<file path="config.mk">
export PLATFORM = sky130hd
export DESIGN_NAME = mips_muldiv_unit
export DESIGN_NICKNAME = d
export VERILOG_FILES = /design/src/rtl/mips_muldiv_unit.sv
export SDC_FILE = /design/constraint.sdc
export NUM_CORES = 1
export LEC_CHECK = 0
export BUFFER_PORTS_ARGS = -buffer_cell sky130_fd_sc_hd__buf_2
export CORE_UTILIZATION = 45
export DETAILED_ROUTE_END_ITERATION = 8
export PLACE_DENSITY = 0.73
export SYNTH_ARGS = -nofsm -noshare
export SYNTH_HDL_FRONTEND = slang
export SYNTH_SLANG_ARGS = --single-unit
</file>
<file path="constraint.sdc">
create_clock -name clk -period 3.7 [get_ports clk]
set_input_delay 0.185 -clock clk [delete_from_list [all_inputs] [get_ports clk]]
set_output_delay 0.185 -clock clk [all_outputs]
set_load 0.02 [all_outputs]
</file>
<file path="src/rtl/mips_muldiv_unit.sv">
// Iterative MIPS multiply/divide unit with HI/LO registers.
// Shift-add multiply and restoring divide, one bit per cycle, on magnitudes; signs are applied when the result is written.
module mips_muldiv_unit #(
  parameter int DWL = 32
) (
  input  logic           clk,
  input  logic           rst_n,
  input  logic           start,
  input  logic [2:0]     op,
  input  logic           flush,
  input  logic [DWL-1:0] A,
  input  logic [DWL-1:0] B,
  output logic           busy,
  output logic           done,
  output logic [DWL-1:0] HI,
  output logic [DWL-1:0] LO
);

  localparam int CW = $clog2(DWL);

  typedef enum logic [1:0] {S_IDLE, S_RUN, S_FIN} state_t;

  state_t         state, state_next;
  logic [CW-1:0]  count;
  logic [DWL-1:0] acc_hi;   // running upper product / partial remainder
  logic [DWL-1:0] acc_lo;   // multiplier bits / dividend bits, becomes low product / quotient
  logic [DWL-1:0] mcand;    // multiplicand or divisor magnitude
  logic           is_div, neg_res, neg_rem, div_zero;

  logic           signed_op, accept, mt_write;
  logic [DWL-1:0] a_mag, b_mag;
  logic [DWL:0]   mul_sum, trial, diff;
  logic           q_bit;
  logic [2*DWL-1:0] prod, prod_s;
  logic [DWL-1:0] quo_s, rem_s, fin_hi, fin_lo;

  assign signed_op = ~op[0];
  assign accept    = (state == S_IDLE) && start && !flush && !op[2];
  assign mt_write  = (state == S_IDLE) && start && !flush && (op == 3'd4 || op == 3'd5);
  assign a_mag     = (signed_op && A[DWL-1]) ? -A : A;
  assign b_mag     = (signed_op && B[DWL-1]) ? -B : B;

  // One iteration of each algorithm
  assign mul_sum = {1'b0, acc_hi} + {1'b0, (acc_lo[0] ? mcand : {DWL{1'b0}})};
  assign trial   = {acc_hi, acc_lo[DWL-1]};
  assign diff    = trial - {1'b0, mcand};
  assign q_bit   = ~diff[DWL];

  // Sign correction applied in FIN
  assign prod   = {acc_hi, acc_lo};
  assign prod_s = neg_res ? -prod : prod;
  assign quo_s  = neg_res ? -acc_lo : acc_lo;
  assign rem_s  = neg_rem ? -acc_hi : acc_hi;
  assign fin_hi = is_div ? rem_s : prod_s[2*DWL-1:DWL];
  assign fin_lo = is_div ? (div_zero ? {DWL{1'b1}} : quo_s) : prod_s[DWL-1:0];

  always_ff @(posedge clk) begin
    if (!rst_n) state <= S_IDLE;
    else        state <= state_next;
  end

  always_comb begin
    state_next = state;
    busy       = (state != S_IDLE);
    done       = 1'b0;
    case (state)
      S_IDLE: if (accept) state_next = S_RUN;
      S_RUN: begin
        if (flush)              state_next = S_IDLE;
        else if (count == '0)   state_next = S_FIN;
      end
      S_FIN: begin
        done       = !flush;
        state_next = S_IDLE;
      end
      default: state_next = S_IDLE;
    endcase
  end

  always_ff @(posedge clk) begin
    if (!rst_n) begin
      count    <= '0;
      acc_hi   <= '0;
      acc_lo   <= '0;
      mcand    <= '0;
      is_div   <= 1'b0;
      neg_res  <= 1'b0;
      neg_rem  <= 1'b0;
      div_zero <= 1'b0;
    end else if (accept) begin
      count    <= CW'(DWL-1);
      is_div   <= op[1];
      neg_res  <= signed_op & (A[DWL-1] ^ B[DWL-1]);
      neg_rem  <= signed_op & A[DWL-1];
      div_zero <= op[1] & (B == '0);
      acc_hi   <= '0;
      acc_lo   <= op[1] ? a_mag : b_mag;
      mcand    <= op[1] ? b_mag : a_mag;
    end else if (state == S_RUN && !flush) begin
      count <= count - CW'(1);
      if (is_div) begin
        acc_hi <= q_bit ? diff[DWL-1:0] : trial[DWL-1:0];
        acc_lo <= {acc_lo[DWL-2:0], q_bit};
      end else begin
        acc_hi <= mul_sum[DWL:1];
        acc_lo <= {mul_sum[0], acc_lo[DWL-1:1]};
      end
    end
  end

  always_ff @(posedge clk) begin
    if (!rst_n) begin
      HI <= '0;
      LO <= '0;
    end else if (state == S_FIN && !flush) begin
      HI <= fin_hi;
      LO <= fin_lo;
    end else if (mt_write) begin
      if (op == 3'd4) HI <= A;
      else            LO <= A;
    end
  end

endmodule

</file>
==> results.tsv, run 1 <==
stage	metric	value	unit
synth	synth-xor-area-share	9.94	%
layout	layout_common_cells	nand2_1 (186), a21oi_1 (184), o21ai_0 (177), dfxtp_1 (169), nor2_1 (137)	
synth	synth.mux.area_fraction	7.87	%
setup_path	endpoint	acc_hi[7]	
timing	finalSetupViolations	0	
clock_network	cts_hold_buf	0	
timing	worst_pin_slew	1.18	ns
setup_path	cp.required	4.03	ns
synth	synth_top_area_share	23.1	%
global_route	grt_overflow	0	
placement	dp_hpwl	41500	µm
synth	ys.flop_type	dfxtp_1	
layout	final_core_util	51.7	%
setup_path	path_delay_family	compound AO/OA/AOI/OAI gates	
floorplan	core_area	32500	µm²
timing	slew_violations	0	
synth	synthCells	1968	
synth	synth_top_area_cell	dfxtp_1	
setup_path	critPathSlowestCell	a2111oi_4	
layout	drive_gt1_share	16.2	%
synth	syn-num-nets	2111	
clock_network	clockBufferDepth	2	
setup_path	crit_cells	13	
clock_network	clk_pin_slew	0.07	ns
layout	fin_area	16800	µm²
setup_path	max_stage_delay	0.46	ns
placement	preCtsSetupSlack	0.0677	ns
global_route	grt_pass1_vias	14194	
timing	max_freq	278	MHz
power	irDropWorstVdd	0.304	mV
setup_path	cp.arrival	3.93	ns
power	p_per_area	320	nW/µm²
routing	drc_errors	0	
synth	synthArstFlopShare	0	%
routing	ant_nets	0	
routing	wire_per_inst	21.6	µm
setup_path	path_max_fanout	10	
min_path	hold_start	rst_n	
floorplan	ioPinCount	137	
timing	skew	0.0160	ns
setup_path	worstSetupPathType	register to register	
clock_network	cts_max_level	4	
timing	finalCritPeriodShare	97.2	%
run_status	status	finished clean	
clock_network	cts_root_buf	clkbuf_16	
clock_network	cts_tree	yes	
synth	yosys.area_share.simple	18.9	%
timing	grt_setup_unrepaired	false	
timing	post-route-min-period	3.60	ns
layout	final_cells	2520	
floorplan	die_x	183	µm
clock_network	insertion_delay	0.45	ns
synth	ys_types	83	
synth	syn_area_per_cell	7.52	µm²
power	p_leak	0.00689	µW
layout	area_growth	13.3	%
global_route	grt_first_pass_wirelength	81800	µm
clock_network	cts_sinks	171	
synth	synth_seq_cells	171	
setup_path	startpoint_type	register	
setup_path	timing.rr.start	acc_lo[31]	
timing	setup_slack	0.103	ns
synth	syn-cell-area	14800	µm²
setup_path	crit_chain	inv_1 > ha_1 > fa_1 > nor2b_2 > o31ai_2 > a2111oi_4 > o2111ai_2 > and2_2 > a31o_2 > or2_1 > buf_4 > a41o_1 > o221a_2	
setup_path	reg2reg_depth	13	
min_path	hold_path_class	input port to register	
timing	hold_viol_final	0	
setup_path	r2r_setup_slack	0.10	ns
global_route	grt_max_degree	99	
synth	synth_compound_area_share	28.9	%
routing	first_iter_violations	1816	
routing	avgViaCountPerCell	6.23	
setup_path	r2r_end	acc_hi[7]	
placement	gp_congestion	0.952	
floorplan	dieArea	33600	µm²
clock_network	cts_made_buffers	17	
global_route	track_usage	31.6	%
layout	final_common_cell	nand2_1	
synth	synthAdderAreaFrac	6.19	%
synth	synth_edf_count	0	
layout	finalNetCount	2207	
global_route	antenna_found_initial	2	
routing	wl	54400	µm
placement	place_area	16100	µm²
floorplan	start_util	45.6	%
synth	synth_top_family_by_area	compound AO/OA/AOI/OAI gates	
timing	fin_setup_tns	0	ns
routing	num_vias	15699	
floorplan	die_h	183	µm
setup_path	end_kind	register	
placement	io_buffers	136	
timing	max-slew-margin-rel	21.6	%
synth	ys_top_cells_by_area	dfxtp_1 (23%), a21oi_1 (6.3%), o21ai_0 (6.0%), ha_1 (5.9%), xnor2_1 (5.4%)	
synth	ys_seq_area_share	23.1	%
synth	ys_warn_count	0	
placement	dp.cells	2487	
setup_path	path_buf_inv	2	
setup_path	worstSetupStartpoint	acc_lo[31]	
run	drv_cap	0	
routing	first_pass_iters	5	
floorplan	num_rows	66	
[routing by layer]
layer	wire, µm	track usage, %
met1	23600	43.2
met3	5240	5.66
met4	2410	14.0
met2	23100	48.3
met5	10	0
[worst register-to-register path, delay by kind of cell (launching register included)]
kind,cells,cell delay [ns]
AO/OA/AOI/OAI,6,1.55
AND/OR/NAND/NOR,3,0.66
adder cells (fa/ha/maj),2,0.66
flip-flops,1,0.36
buffers and inverters,2,0.26
[kinds of logic after synthesis]
kind of cell,count (synthesis)
xor+xnor,168
buf+inv,193
mux,111
compound gates,679
flops,171
fa+ha+maj,72
simple gates,574
[repair_timing]
item | in CTS | in global routing
endpoints found under the hold margin | 0 | 0
setup endpoints to repair | 0 | 33
setup buffers | 0 | 0
gates resized for setup | 0 | 11
[where the power goes]
| group | switching (µW) | internal, µW |
|---|---|---|
| Clock | 855 | 1050 |
| Combinational | 945 | 559 |
| Sequential | 69.7 | 1900 |
[Yosys cell counts (all sizes together) (60+ instances only)]
cell type	instances
dfxtp	171
xnor2	92
nand2	186
mux2i	67
o21ai	186
clkbuf	112
a21oi	187
xor2	76
o211ai	63
inv	60
ha	70
nor2	139
[sequential cells by signal, summed over array words and instances (netlist names)]
| name | cells |
|---|---|
| div_zero | 1 |
| neg_res | 1 |
| mcand | 32 |
| HI | 32 |
| acc_hi | 32 |
| is_div | 1 |
| neg_rem | 1 |
| state | 2 |
| LO | 32 |
| count | 5 |
| acc_lo | 32 |
[cell type report]
cell class | instances | area [µm²]
antenna | 1 | 2.50
sequential | 171 | 3430
clock buffer | 19 | 453
timing repair buffer | 210 | 1250
tap | 442 | 553
fill | 3103 | 15700
inverter | 60 | 225
multi-input combinational | 1604 | 10700
clock inverter | 13 | 154
[metrics by stage]
stage | hold WS, ns | total power [µW]
2_1_floorplan | 0.383 | 2960
3_3_place_gp | 0.456 | 3430
3_5_place_dp | 0.459 | 3450
4_1_cts | 0.0816 | 5310
5_1_grt | 0.0967 | 5570
6_report | 0.0871 | 5370
[how the worst min path moves through the flow]
stage | depth (start not counted) | slack (ns) | end
2_1_floorplan | 2 | 0.38 | LO[2]
3_3_place_gp | 2 | 0.46 | mcand[13]
3_5_place_dp | 2 | 0.46 | mcand[13]
4_1_cts | 3 | 0.08 | mcand[30]
5_1_grt | 3 | 0.1 | mcand[30]
6_report | 3 | 0.09 | mcand[30]
(Power assumes the default switching activity.)
==> run 2, diff against run 1 <==
RECOVER_POWER = 50   (was default)
==> run 2 against run 1 <==
  * The run now ends with max-capacitance violations, max-slew violations left
  * Sequential cell count stayed put
  * Worst hold slack about the same
  * Final cell count did not move
  * Utilization down 0.32 points
  * Sequential share of layout area up 0.13 points
  * Via count is 0.25% lower
  * Setup slack improved by 0.0071 ns
  * Critical path type unchanged
  * Highest routed layer unchanged
==> results.tsv, run 2 (synthesis gave the netlist of run 1 again) <==
stage	metric	value	unit
run_status	status	complete, but fails checks	
run_status	violations	max-capacitance violations, max-slew violations	
timing	finalSetupViolations	0	
global_route	antenna_found_initial	2	
layout	final_common_cell	nand2_1	
global_route	grt_overflow	0	
clock_network	cts_max_level	4	
layout	layout_common_cells	nand2_1 (186), a21oi_1 (184), o21ai_0 (177), dfxtp_1 (169), nor2_1 (137)	
floorplan	ioPinCount	137	
timing	fin_setup_tns	0	ns
routing	wire_per_inst	21.6	µm
clock_network	clk_pin_slew	0.07	ns
timing	skew	0.0143	ns
timing	max-slew-margin-rel	-32.9	%
timing	max_freq	279	MHz
clock_network	cts_made_buffers	17	
routing	first_iter_violations	1648	
placement	dp_hpwl	41500	µm
setup_path	worstSetupPathType	register to register	
routing	avgViaCountPerCell	6.21	
power	p_leak	0.00659	µW
placement	gp_congestion	0.952	
layout	drive_gt1_share	12.9	%
layout	final_cells	2520	
floorplan	die_h	183	µm
placement	io_buffers	136	
setup_path	startpoint_type	register	
clock_network	clockBufferDepth	2	
floorplan	dieArea	33600	µm²
power	irDropWorstVdd	0.305	mV
setup_path	end_kind	register	
timing	worst_pin_slew	1.99	ns
global_route	grt_pass1_vias	14194	
timing	hold_viol_final	0	
routing	wl	54400	µm
setup_path	cp.required	4.03	ns
global_route	grt_first_pass_wirelength	81800	µm
placement	dp.cells	2487	
layout	finalNetCount	2207	
clock_network	cts_sinks	171	
global_route	grt_max_degree	99	
clock_network	cts_hold_buf	0	
clock_network	insertion_delay	0.45	ns
setup_path	critPathSlowestCell	a2111oi_4	
setup_path	max_stage_delay	0.45	ns
routing	ant_nets	0	
setup_path	path_max_fanout	10	
power	power	5370	µW
floorplan	die_x	183	µm
routing	first_pass_iters	6	
timing	finalCritPeriodShare	97.0	%
timing	grt_setup_unrepaired	false	
timing	slew_violations	35	
min_path	hold_path_class	input port to register	
power	p_per_area	322	nW/µm²
setup_path	crit_chain	inv_1 > ha_1 > fa_1 > nor2b_2 > o31ai_2 > a2111oi_4 > o2111ai_2 > and2_2 > a31o_2 > or2_1 > buf_4 > a41o_1 > o221a_2	
setup_path	cp.arrival	3.92	ns
clock_network	cts_tree	yes	
layout	fin_area	16700	µm²
layout	area_growth	12.6	%
global_route	track_usage	31.6	%
placement	place_area	16100	µm²
timing	post-route-min-period	3.59	ns
run	drv_cap	1	
routing	drc_errors	0	
clock_network	post-cts-setup-buffers	0	
floorplan	num_rows	66	
floorplan	start_util	45.6	%
layout	fillers	3160	
floorplan	core_area	32500	µm²
routing	num_vias	15660	
clock_network	cts_root_buf	clkbuf_16	
[run 2: through the flow]
step                      utilization, %  setup slack (ns)  hold slack, ns
after floorplan                        -             0.311           0.383
after global placement              49.7             0.136           0.456
after detailed placement            49.7            0.0677           0.459
after CTS                           51.5            0.0458          0.0816
after global routing                51.4           0.00503          0.0967
final                               51.4             0.110          0.0875
[run 2: path summary, 6_finish.rpt]
kind | startpoint | to | slack (ns) | depth (start not counted)
max | acc_lo[31] | acc_hi[7] | 0.11 | 13
min | rst_n | mcand[30] | 0.09 | 3
max reg2reg | acc_lo[31] | acc_hi[7] | 0.11 | 13
min reg2reg | mcand[13] | mcand[13] | 0.47 | 2
[run 2: final cells by class]
| type | instances | area (µm²) | area share [%] |
|---|---|---|---|
| tap | 442 | 553 | 3.32 |
| clock inverter | 13 | 154 | 0.923 |
| inverter | 60 | 225 | 1.35 |
| multi-input combinational | 1604 | 10700 | 64.2 |
| antenna | 1 | 2.50 | 0.0150 |
| timing repair buffer | 210 | 1150 | 6.90 |
| sequential | 171 | 3430 | 20.6 |
| clock buffer | 19 | 453 | 2.72 |
[run 2: routing by layer]
metal  GRT usage, %  vias up  wire, µm
met5              0        -        10
met2           48.3      834     23300
met4           14.0        2      2290
met1           43.2     7385     23700
li1               -     7341         -
met3           5.66       98      5150
[run 2: where the power goes]
group | internal (µW) | switching, µW | total, µW
logic | 554 | 948 | 1500
clock network | 1050 | 854 | 1900
registers | 1900 | 70.2 | 1970
total | 3500 | 1870 | 5370
[run 2: critical path, delay by kind of cell (launching register included)]
family / cells / cell delay, ns
flops: 1 / 0.36
compound gates: 6 / 1.53
fa+ha+maj: 2 / 0.65
simple gates: 3 / 0.67
buf+inv: 2 / 0.26
[run 2: what timing repair did]
item	in CTS	in global routing
endpoints found under the hold margin	0	0
endpoints found under the setup margin	0	33
resized for setup	0	11
==> run 3, diff against run 2 <==
CTS_BUF_LIST = sky130_fd_sc_hd__clkbuf_4 sky130_fd_sc_hd__clkbuf_8   (was default)
==> run 3 against run 2 <==
  * The run still ends with max-capacitance violations, max-slew violations left
  * First-iteration DRC count increased by 5.8%
  * Highest routed layer unchanged
  * Sequential cell count unchanged
  * Clock power decreased by 23%
  * Sequential share of layout area increased by 0.24 points
==> results.tsv, run 3 (synthesis gave the netlist of run 1 again) <==
stage	metric	value	unit
run_status	status	complete, but fails checks	
run_status	violations	max-capacitance violations, max-slew violations	
setup_path	r2r_end	acc_hi[7]	
layout	regArea	3430	µm²
routing	first_iter_violations	1744	
setup_path	worstSetupPathType	register to register	
global_route	antenna_found_initial	2	
setup_path	end_kind	register	
clock_network	clockBufferDepth	2	
floorplan	start_util	45.6	%
timing	slew_violations	35	
timing	worst_pin_slew	1.97	ns
setup_path	startpoint_type	register	
timing	hold_viol_final	0	
setup_path	timing.rr.start	acc_lo[31]	
clock_network	cts_hold_buf	0	
global_route	grt_overflow	0	
routing	drc_errors	0	
routing	avgViaCountPerCell	6.22	
setup_path	cp.required	4.07	ns
setup_path	cp.arrival	3.95	ns
timing	fin_setup_tns	0	ns
power	irDropWorstVdd	0.261	mV
layout	fillers	3191	
placement	dp_hpwl	41500	µm
floorplan	dieArea	33600	µm²
setup_path	path_max_fanout	10	
clock_network	cts_max_level	4	
layout	fin_area	16500	µm²
routing	dr.max_layer_used	met5	
run	drv_cap	1	
setup_path	r2r_setup_slack	0.11	ns
clock_network	cts_root_buf	clkbuf_8	
timing	max-slew-margin-rel	-31.7	%
timing	finalCritPeriodShare	96.9	%
min_path	hold_depth	3	
layout	layout_common_cells	nand2_1 (186), a21oi_1 (184), o21ai_0 (177), dfxtp_1 (169), nor2_1 (137)	
power	power	4930	µW
timing	post-route-min-period	3.59	ns
min_path	hold_end	mcand[30]	
clock_network	clk_pin_slew	0.10	ns
timing	hold-worst-slack	0.0539	ns
layout	multiInputGateArea	10700	µm²
global_route	grt_first_pass_wirelength	81800	µm
routing	dr_wl_met3	5160	µm
layout	final_common_cell	nand2_1	
power	p_leak	0.00650	µW
routing	first_pass_iters	5	
routing	num_vias	15669	
routing	wire_per_inst	21.5	µm
placement	gp_congestion	0.952	
placement	io_buffers	136	
floorplan	core_area	32500	µm²
layout	area_growth	11.3	%
timing	max_freq	279	MHz
routing	wl	54300	µm
timing	grt_setup_unrepaired	false	
setup_path	reg2reg_depth	13	
placement	place_area	16100	µm²
floorplan	num_rows	66	
power	p_per_area	299	nW/µm²
timing	finalSetupViolations	0	
clock_network	cts_made_buffers	17	
routing	ant_nets	0	
floorplan	die_x	183	µm
global_route	grt_max_degree	99	
min_path	hold_path_class	input port to register	
routing	drt-met1-wl	23600	µm
clock_network	insertion_delay	0.49	ns
global_route	track_usage	31.6	%
global_route	grt_pass1_vias	14114	
routing	wl_met2	23500	µm
timing	skew	0.0245	ns
clock_network	cts_tree	yes	
placement	dp.cells	2487	
clock_network	cts_sinks	171	
min_path	hold_start	rst_n	
floorplan	ioPinCount	137	
floorplan	die_h	183	µm
layout	drive_gt1_share	12.9	%
layout	final_cells	2520	
layout	finalNetCount	2207	
-- run 3: cell counts in the layout (fill, tap and decap cells not counted) --
Identical to the previous run, type by type.
-- run 3: power breakdown --
| part | internal (µW) | switching, µW |
|---|---|---|
| clock | 653 | 803 |
| combinational | 554 | 950 |
| sequential | 1900 | 70.1 |
| total | 3100 | 1820 |
-- run 3: repair_timing --
action                                  in CTS  in global routing
resized for setup                            0                 11
buffers inserted                             0                  0
endpoints found under the setup margin       0                 33
endpoints found under the hold margin        0                  0
-- run 3: worst max-delay path by stage --
| stage | from | endpoint | slack [ns] | cells after the start |
|---|---|---|---|---|
| after floorplan | acc_lo[0] | acc_hi[19] | 0.31 | 13 |
| after global placement | acc_lo[31] | acc_hi[7] | 0.14 | 13 |
| after detailed placement | acc_lo[31] | acc_hi[7] | 0.07 | 13 |
| after CTS | acc_lo[31] | acc_hi[7] | 0.04 | 13 |
| after global routing | acc_lo[31] | acc_hi[7] | 0.03 | 13 |
| final | acc_lo[31] | acc_hi[7] | 0.11 | 13 |
-- run 3: stage by stage --
step | setup slack, ns | utilization (%)
floorplan | 0.311 | -
global placement | 0.136 | 49.7
detailed placement | 0.0677 | 49.7
CTS | 0.0441 | 51.0
global route | 0.0257 | 50.8
finish | 0.115 | 50.8
-- run 3: area by class of cell --
| class | count | share of cell area, % |
|---|---|---|
| timing repair buffer | 210 | 6.98 |
| antenna | 1 | 0.0152 |
| multi-input combinational | 1604 | 65.0 |
| clock buffer | 19 | 1.59 |
| sequential | 171 | 20.8 |
| tap | 442 | 3.36 |
| clock inverter | 13 | 0.934 |
| inverter | 60 | 1.37 |
-- run 3: per-layer routing --
layer / GRT usage [%] / vias up
met4: 13.0 / 2
met5: 0 / -
li1: - / 7342
met1: 43.6 / 7417
met2: 48.6 / 827
met3: 5.12 / 81
-- run 3: worst max-delay path, stage by stage (launching register included) --
cell and delay [ns]:
dfxtp_2 0.37, inv_1 0.08, ha_1 0.24, fa_1 0.40, nor2b_2 0.17, o31ai_2 0.13, a2111oi_4 0.46, o2111ai_2 0.20
and2_2 0.25, a31o_2 0.30, or2_1 0.24, buf_4 0.18, a41o_1 0.21, o221a_2 0.24
